===== src/rtl/fifo_sc_wc.sv =====
// -----------------------------------------------------------------------------
// fifo_sc_wc -- single-clock FIFO with power-of-two width conversion
//
// Purpose:
//   Same-clock FIFO used in datapath packing/unpacking stages. The write and
//   read word widths may differ by a power-of-two ratio in either direction.
//   Narrow writes are packed little-endian into wide read words. Wide writes
//   are unpacked lowest slice first. The read side runs either as a standard
//   registered read or as first-word-fall-through (FWFT).
//
// Parameters:
//   I_WIDTH   write word width (bits, multiple of 8)
//   I_DEPTH   capacity in write words (power of two, >= 2)
//   O_WIDTH   read word width (bits, power-of-two ratio to I_WIDTH)
//   O_DEPTH   capacity in read words (I_WIDTH*I_DEPTH == O_WIDTH*O_DEPTH)
//   FWFT      0 = registered read, 1 = first-word-fall-through
//   AF_LEVEL  almost-full threshold: wr_afull_o when wr_free_o <= I_DEPTH-AF_LEVEL
//   AE_LEVEL  almost-empty threshold: rd_aempty_o when rd_avail_o <= AE_LEVEL
//
// Ports:
//   clk_i        clock, all logic on the rising edge
//   rst_i        synchronous active-high reset (overrides flush_i)
//   flush_i      synchronous clear of pointers and error flags
//   wr_en_i      write request
//   wr_data_i    write data [I_WIDTH]
//   wr_full_o    no room for one write word
//   wr_free_o    free space in write words
//   wr_afull_o   almost full
//   rd_en_i      read request (FWFT: pop the head word)
//   rd_data_o    read data [O_WIDTH]
//   rd_valid_o   rd_data_o holds valid data
//   rd_empty_o   no complete read word stored
//   rd_avail_o   complete read words stored
//   rd_aempty_o  almost empty
//   overflow_o   sticky: write attempted while full
//   underflow_o  sticky: read attempted while empty
// -----------------------------------------------------------------------------
module fifo_sc_wc #(
  parameter int I_WIDTH  = 8,
  parameter int I_DEPTH  = 16,
  parameter int O_WIDTH  = 32,
  parameter int O_DEPTH  = 4,
  parameter int FWFT     = 0,
  parameter int AF_LEVEL = I_DEPTH - 2,
  parameter int AE_LEVEL = 1
) (
  input  logic                       clk_i,
  input  logic                       rst_i,
  input  logic                       flush_i,
  input  logic                       wr_en_i,
  input  logic [I_WIDTH-1:0]         wr_data_i,
  output logic                       wr_full_o,
  output logic [$clog2(I_DEPTH):0]   wr_free_o,
  output logic                       wr_afull_o,
  input  logic                       rd_en_i,
  output logic [O_WIDTH-1:0]         rd_data_o,
  output logic                       rd_valid_o,
  output logic                       rd_empty_o,
  output logic [$clog2(O_DEPTH):0]   rd_avail_o,
  output logic                       rd_aempty_o,
  output logic                       overflow_o,
  output logic                       underflow_o
);

  // ---------------------------------------------------------------------------
  // Geometry. Storage is addressed in slots of the narrower width. Physically
  // it is split into LANES banks of narrow slots so a wide access touches one
  // row across all banks, and a narrow access touches one bank.
  // ---------------------------------------------------------------------------
  localparam int NW     = (I_WIDTH < O_WIDTH) ? I_WIDTH : O_WIDTH;
  localparam int WW     = (I_WIDTH < O_WIDTH) ? O_WIDTH : I_WIDTH;
  localparam int LANES  = WW / NW;
  localparam int N      = (I_DEPTH > O_DEPTH) ? I_DEPTH : O_DEPTH;
  localparam int D      = N / LANES;
  localparam int PW     = $clog2(N) + 1;
  localparam int AW     = (D > 1) ? $clog2(D) : 1;
  localparam int LANE_W = (LANES > 1) ? $clog2(LANES) : 1;
  localparam int WR_SH  = $clog2(I_WIDTH / NW);
  localparam int RD_SH  = $clog2(O_WIDTH / NW);
  localparam int FW     = $clog2(I_DEPTH) + 1;
  localparam int AVW    = $clog2(O_DEPTH) + 1;

  localparam logic [PW-1:0] WR_STEP = PW'(I_WIDTH / NW);
  localparam logic [PW-1:0] RD_STEP = PW'(O_WIDTH / NW);
  localparam logic [PW-1:0] N_SLOTS = PW'(N);

  // ---------------------------------------------------------------------------
  // State
  // ---------------------------------------------------------------------------
  logic [PW-1:0]  wr_ptr_reg, wr_ptr_next;
  logic [PW-1:0]  rd_ptr_reg, rd_ptr_next;
  logic           overflow_reg, overflow_next;
  logic           underflow_reg, underflow_next;

  // ---------------------------------------------------------------------------
  // Status, all derived from registered pointers
  // ---------------------------------------------------------------------------
  logic [PW-1:0]  fill;
  logic [FW-1:0]  wr_free;
  logic [AVW-1:0] rd_avail;
  logic           wr_full;
  logic           rd_empty;
  logic           wr_accept;
  logic           rd_accept;

  // The wrap bit makes the modulo-2N difference the exact fill in slots.
  assign fill = wr_ptr_reg - rd_ptr_reg;

  // Free space counts only whole write words worth of empty slots. When a
  // wide write word is partially drained, its freed slots are not enough for
  // another write word and must not be reported as free.
  assign wr_free  = FW'((N_SLOTS - fill) >> WR_SH);

  // A partially packed read word is not counted.
  assign rd_avail = AVW'(fill >> RD_SH);

  assign wr_full  = (wr_free == '0);
  assign rd_empty = (rd_avail == '0);

  // Flush and reset swallow same-cycle requests. A read never unblocks a
  // write (and vice versa) because both decisions use start-of-cycle status.
  assign wr_accept = wr_en_i & ~wr_full  & ~flush_i & ~rst_i;
  assign rd_accept = rd_en_i & ~rd_empty & ~flush_i & ~rst_i;

  assign wr_full_o   = wr_full;
  assign wr_free_o   = wr_free;
  assign wr_afull_o  = (32'(wr_free) <= 32'(I_DEPTH - AF_LEVEL));
  assign rd_empty_o  = rd_empty;
  assign rd_avail_o  = rd_avail;
  assign rd_aempty_o = (32'(rd_avail) <= 32'(AE_LEVEL));
  assign overflow_o  = overflow_reg;
  assign underflow_o = underflow_reg;

  // ---------------------------------------------------------------------------
  // Pointer and error-flag next state
  // ---------------------------------------------------------------------------
  always_comb begin
    wr_ptr_next    = wr_ptr_reg;
    rd_ptr_next    = rd_ptr_reg;
    overflow_next  = overflow_reg;
    underflow_next = underflow_reg;
    if (flush_i) begin
      wr_ptr_next    = '0;
      rd_ptr_next    = '0;
      overflow_next  = 1'b0;
      underflow_next = 1'b0;
    end else begin
      if (wr_accept) begin
        wr_ptr_next = wr_ptr_reg + WR_STEP;
      end
      if (rd_accept) begin
        rd_ptr_next = rd_ptr_reg + RD_STEP;
      end
      if (wr_en_i && wr_full) begin
        overflow_next = 1'b1;
      end
      if (rd_en_i && rd_empty) begin
        underflow_next = 1'b1;
      end
    end
  end

  always_ff @(posedge clk_i) begin
    if (rst_i) begin
      wr_ptr_reg    <= '0;
      rd_ptr_reg    <= '0;
      overflow_reg  <= 1'b0;
      underflow_reg <= 1'b0;
    end else begin
      wr_ptr_reg    <= wr_ptr_next;
      rd_ptr_reg    <= rd_ptr_next;
      overflow_reg  <= overflow_next;
      underflow_reg <= underflow_next;
    end
  end

  // ---------------------------------------------------------------------------
  // Storage banks
  // ---------------------------------------------------------------------------
  logic [AW-1:0]              wr_row;
  logic [AW-1:0]              rd_row;
  logic [LANES-1:0]           bank_we;
  logic [LANES-1:0][NW-1:0]   bank_wdata;
  logic [LANES-1:0][NW-1:0]   bank_rd;
  logic [O_WIDTH-1:0]         rd_word;

  // Row = slot address (wrap bit dropped) divided by the lane count.
  assign wr_row = AW'((wr_ptr_reg % N) / LANES);
  assign rd_row = AW'((rd_ptr_reg % N) / LANES);

  genvar gi;
  generate
    if (I_WIDTH >= O_WIDTH) begin : g_wide_wr
      // A write word fills a whole row; slice 0 goes to lane 0 so the
      // narrow reader sees the lowest slice first.
      for (gi = 0; gi < LANES; gi++) begin : g_lane_we
        assign bank_we[gi]    = wr_accept;
        assign bank_wdata[gi] = wr_data_i[gi*NW +: NW];
      end
    end else begin : g_narrow_wr
      // Successive narrow writes walk across the lanes of one row, which
      // gives little-endian packing in the wide read word.
      logic [LANE_W-1:0] wr_lane;
      assign wr_lane = LANE_W'(wr_ptr_reg % LANES);
      for (gi = 0; gi < LANES; gi++) begin : g_lane_we
        assign bank_we[gi]    = wr_accept && (wr_lane == LANE_W'(gi));
        assign bank_wdata[gi] = wr_data_i;
      end
    end

    for (gi = 0; gi < LANES; gi++) begin : g_bank
      logic [NW-1:0] mem [D];
      always_ff @(posedge clk_i) begin
        if (bank_we[gi]) begin
          mem[wr_row] <= bank_wdata[gi];
        end
      end
      assign bank_rd[gi] = mem[rd_row];
    end

    if (O_WIDTH >= I_WIDTH) begin : g_wide_rd
      assign rd_word = bank_rd;
    end else begin : g_narrow_rd
      logic [LANE_W-1:0] rd_lane;
      assign rd_lane = LANE_W'(rd_ptr_reg % LANES);
      assign rd_word = bank_rd[rd_lane];
    end
  endgenerate

  // ---------------------------------------------------------------------------
  // Read-side presentation
  // ---------------------------------------------------------------------------
  generate
    if (FWFT != 0) begin : g_fwft
      // Head word shown directly; forced to zero while empty so the output
      // never exposes uninitialised storage (and is zero out of reset).
      assign rd_valid_o = ~rd_empty;
      assign rd_data_o  = rd_empty ? '0 : rd_word;
    end else begin : g_std
      logic               rd_valid_reg;
      logic [O_WIDTH-1:0] rd_data_reg;
      always_ff @(posedge clk_i) begin
        if (rst_i) begin
          rd_valid_reg <= 1'b0;
          rd_data_reg  <= '0;
        end else if (flush_i) begin
          // Flush drops the valid strobe but leaves the data register alone.
          rd_valid_reg <= 1'b0;
        end else begin
          rd_valid_reg <= rd_accept;
          if (rd_accept) begin
            rd_data_reg <= rd_word;
          end
        end
      end
      assign rd_valid_o = rd_valid_reg;
      assign rd_data_o  = rd_data_reg;
    end
  endgenerate

endmodule


===== config.mk =====
export PLATFORM = sky130hd
export DESIGN_NAME = fifo_sc_wc
export DESIGN_NICKNAME = d
export VERILOG_FILES = /design/src/rtl/fifo_sc_wc.sv
export SDC_FILE = /design/constraint.sdc
export NUM_CORES = 1
export LEC_CHECK = 0
export ABC_AREA = 1
export BUFFER_PORTS_ARGS = -buffer_cell sky130_fd_sc_hd__buf_2
export CORE_MARGIN = 1
export CORE_UTILIZATION = 50
export CTS_CLUSTER_SIZE = 20
export DETAILED_ROUTE_END_ITERATION = 16
export PLACE_DENSITY = 0.71
export SLEW_MARGIN = 20
export SYNTH_ARGS = -nofsm -noshare
export SYNTH_HDL_FRONTEND = slang
export SYNTH_SLANG_ARGS = --single-unit
export TNS_END_PERCENT = 20

===== constraint.sdc =====
create_clock -name clk_i -period 3.2 [get_ports clk_i]
set_clock_uncertainty 0.1 [all_clocks]
set_input_delay 0.16 -clock clk_i [delete_from_list [all_inputs] [get_ports clk_i]]
set_output_delay 0.16 -clock clk_i [all_outputs]
set_load 0.005 [all_outputs]

==> impl_results.md <==
* Status: completed
* DR vias/cell at 5.01
* Area of the core at 13900 sq um
* Register area at 4710 sq um
* Syn Nets at 694
* Share of the yosys chip area belonging to registers at 65.4%
* #FFs+latches synth at 171
* Area Growth Syn to Fin at 14.8%
* Clk buf depth at 2
* Nature of the critical path endpoint: primary output
* Reg2Reg Depth at 12
* Multi-input logic area at 1840 sq um
* Post-Syn Area at 7200 sq um
* Cells after Synth at 673
* Number of synthesized flops with an enable pin at 128
* R2r startpoint: wr_ptr_reg[2]$_SDFFE_PP0P_
* R2R Path End: g_bank[1].mem[3][5]$_DFFE_PP_
* Largest net degree at the start of global routing at 67
* Setup TNS at 0 ns
* Drt first pass iters at 5
* Worst hold start: rst_i
* DR WL/cell at 15.8 microns
* GRT Total Usage at 21.7%
* Total number of yosys warnings at 0
* Root Buffer: clkbuf_16
* Pwr dens at 525 nW/um^2
* Post_cts resized at 0
* Final core utilization at 59.3%
* Vias in the first global route at 4607
* Flop-to-flop setup slack at 0.33 ns
* Fin crit share at 90.6%
* Synth cell types at 28
* Final hold vios at 0
* Post-route ant nets at 0
* FILL cells at 1125
* Max Cap Viol at 0
* CTS tree: done
* Data arrival, critical path at 2.64 ns
* Slew @ Worst Pin at 1.08 ns
* Number of H-tree levels at 4
* GPL Wtd Cong at 0.809
* Detailed Route WL at 14.8 mm
* Num CTS Buffers at 17
* Initial core utilization at 51.6%
* Post-synth top area share at 53.4%
* Die area at 14900 sq um
* Remaining DRCs at 0
* P_leak at 3.36 nW
* Number of DRC markers in iteration 0 at 373
* Worst-path clk slew at 0.06 ns
* RSZ-0062 raised after global routing: false
* First-pass GRT wire length at 23.5 mm
* Num rows at 43
* Antenna cells at 0
* Layout cells sized above 1 at 17.3%
* Die width at 122 microns
* Hold Crit Class: primary input to register
* Hold path depth at 4
* FFs w/ async S/R, synth at 0%
* Clock sinks at 171
* DP HPWL at 9.38 mm
* Largest area contributor in the netlist: edfxtp_1
* Later-pin clock latency in the skew report at 0.42 ns
* Port Buf Inserts at 59
* Post-CTS Setup Bufs at 0
* Peak VDD IR at 0.357 mV
* Crit-path max FO at 7
* Critical path class: register to primary output
* Worst path required time at 2.94 ns
* Grt total ovfl at 0
* Top post-synthesis cells by area: edfxtp_1 (53%), dfxtp_1 (12%), nand2_1 (6.1%), inv_1 (6.1%), mux2i_1 (4.5%)
* Fmax at 345 MHz
* Tmin final at 2.90 ns
* Hold-fix buffers, CTS at 3
* Antenna violations before repair at 0
* Nets at 765
* Count of final setup violators at 0
* CP Launch Type: register
* Vert. Die Dim at 122 microns
* # IOs at 60
* Hold Path Sink: rd_ptr_reg[2]$_SDFFE_PP0P_
* Routed vias at 4691
* Synthesized area per cell at 10.7 sq um
* Synth Flop Type: edfxtp_1
* Max reg flops at 128
* Final Max Slew Viols at 0
* Worst slew margin at 27.6%
-- worst max path at each step --
stage | startpoint | end | slack (ns) | cells past startpoint
floorplan | wr_ptr_reg[2]$_SDFFE_PP0P_ | g_bank[0].mem[3][0]$_DFFE_PP_ | 0.08 | 13
detailed placement | wr_ptr_reg[2]$_SDFFE_PP0P_ | g_bank[0].mem[0][1]$_DFFE_PP_ | 0.37 | 12
CTS | wr_ptr_reg[2]$_SDFFE_PP0P_ | wr_afull_o | 0.31 | 10
finish | wr_ptr_reg[2]$_SDFFE_PP0P_ | wr_afull_o | 0.30 | 10
global placement | wr_ptr_reg[2]$_SDFFE_PP0P_ | g_bank[2].mem[3][1]$_DFFE_PP_ | 0.45 | 12
global route | wr_ptr_reg[2]$_SDFFE_PP0P_ | g_bank[2].mem[2][2]$_DFFE_PP_ | 0.08 | 12
-- placed cells by master, fill, tap and decap left out --
cell / count
a211oi_1: 1
a21oi_1: 6
buf_2: 59
buf_4: 22
clkbuf_1: 1
clkbuf_16: 17
clkbuf_8: 3
clkinv_1: 2
clkinv_2: 4
clkinv_4: 2
clkinvlp_4: 4
dfxtp_1: 41
dfxtp_2: 2
dlygate4sd3_1: 3
edfxtp_1: 128
fa_1: 1
ha_1: 7
inv_1: 116
inv_2: 5
mux2i_1: 32
nand2_1: 117
nand2_2: 4
nand2_4: 4
nand3_1: 13
nand3_2: 2
nor2_1: 74
nor2_2: 2
nor2_4: 1
nor3_1: 12
o21ai_0: 36
o22ai_1: 32
xnor2_1: 1
xor2_1: 3
-- per-layer routing --
layer	GRT usage, %	share of wire (%)	routed length (microns)	vias up
met2	34.1	47	6890	168
met4	12.2	2.8	409	0
met1	28.4	45	6670	2163
met5	0	0	0	-
li1	-	-	-	2327
met3	4.12	5.4	802	33
-- stage by stage --
| step | setup slack, ns | hold slack (ns) | power (W) | instances | instance area, sq um |
|---|---|---|---|---|---|
| after floorplan | 0.0787 | 0.159 | 0.00248 | 673 | 7200 |
| after global placement | 0.450 | 0.338 | 0.00253 | 902 | 7690 |
| after detailed placement | 0.368 | 0.339 | 0.00254 | 902 | 7690 |
| after CTS | 0.306 | 0.00200 | 0.00436 | 937 | 8260 |
| after global routing | 0.0821 | 0.0471 | 0.00446 | 937 | 8260 |
| final | 0.301 | 0.0285 | 0.00434 | 937 | 8260 |
-- worst max-delay path, stage by stage, from the launching register on --
cell and delay, ns:
dfxtp_1 0.46, inv_1 0.12, ha_1 0.22, fa_1 0.62, nand2_2 0.08, nor2_1 0.12
nand3_1 0.10, nand2_2 0.11, inv_1 0.06, a211oi_1 0.17, buf_2 0.15
-- layout make-up --
| class | count | area share [%] |
|---|---|---|
| clock buffers | 21 | 5.70 |
| clock inverters | 11 | 0.864 |
| inverters | 122 | 5.54 |
| flip-flops and latches | 171 | 57.0 |
| repair buffers | 84 | 5.94 |
| multi-input cells | 348 | 22.2 |
| well taps | 180 | 2.73 |
-- power by group --
part | total (W) | internal, W | switching (W)
registers | 0.00239 | 0.00239 | 0.00000260
logic | 0.000102 | 0.0000264 | 0.0000755
clock network | 0.00185 | 0.00105 | 0.000801
total | 0.00434 | 0.00346 | 0.000879
-- synth_stat cells, types with 4 or more instances --
library cell,instances
edfxtp_1,128
inv_2,5
nand2_1,117
nor3_1,12
o22ai_1,32
nor2_1,74
nand2_2,4
buf_2,4
buf_4,11
clkbuf_1,10
nand3_1,13
dfxtp_1,43
a21oi_1,6
o21ai_0,36
inv_1,116
buf_6,4
ha_1,7
mux2i_1,32
nand2_4,4
-- cells by family after synthesis --
group                    count (synthesis)  share of synthesized area, %
AND/OR/NAND/NOR                        229                          13.3
adder cells (fa/ha/maj)                  8                          1.50
buffers and inverters                  154                          9.09
AO/OA/AOI/OAI                           75                          5.81
flip-flops                             171                          65.4
multiplexers                            32                          4.45
XOR/XNOR                                 4                         0.487
No activity file was read; power rests on OpenSTA's default activity.
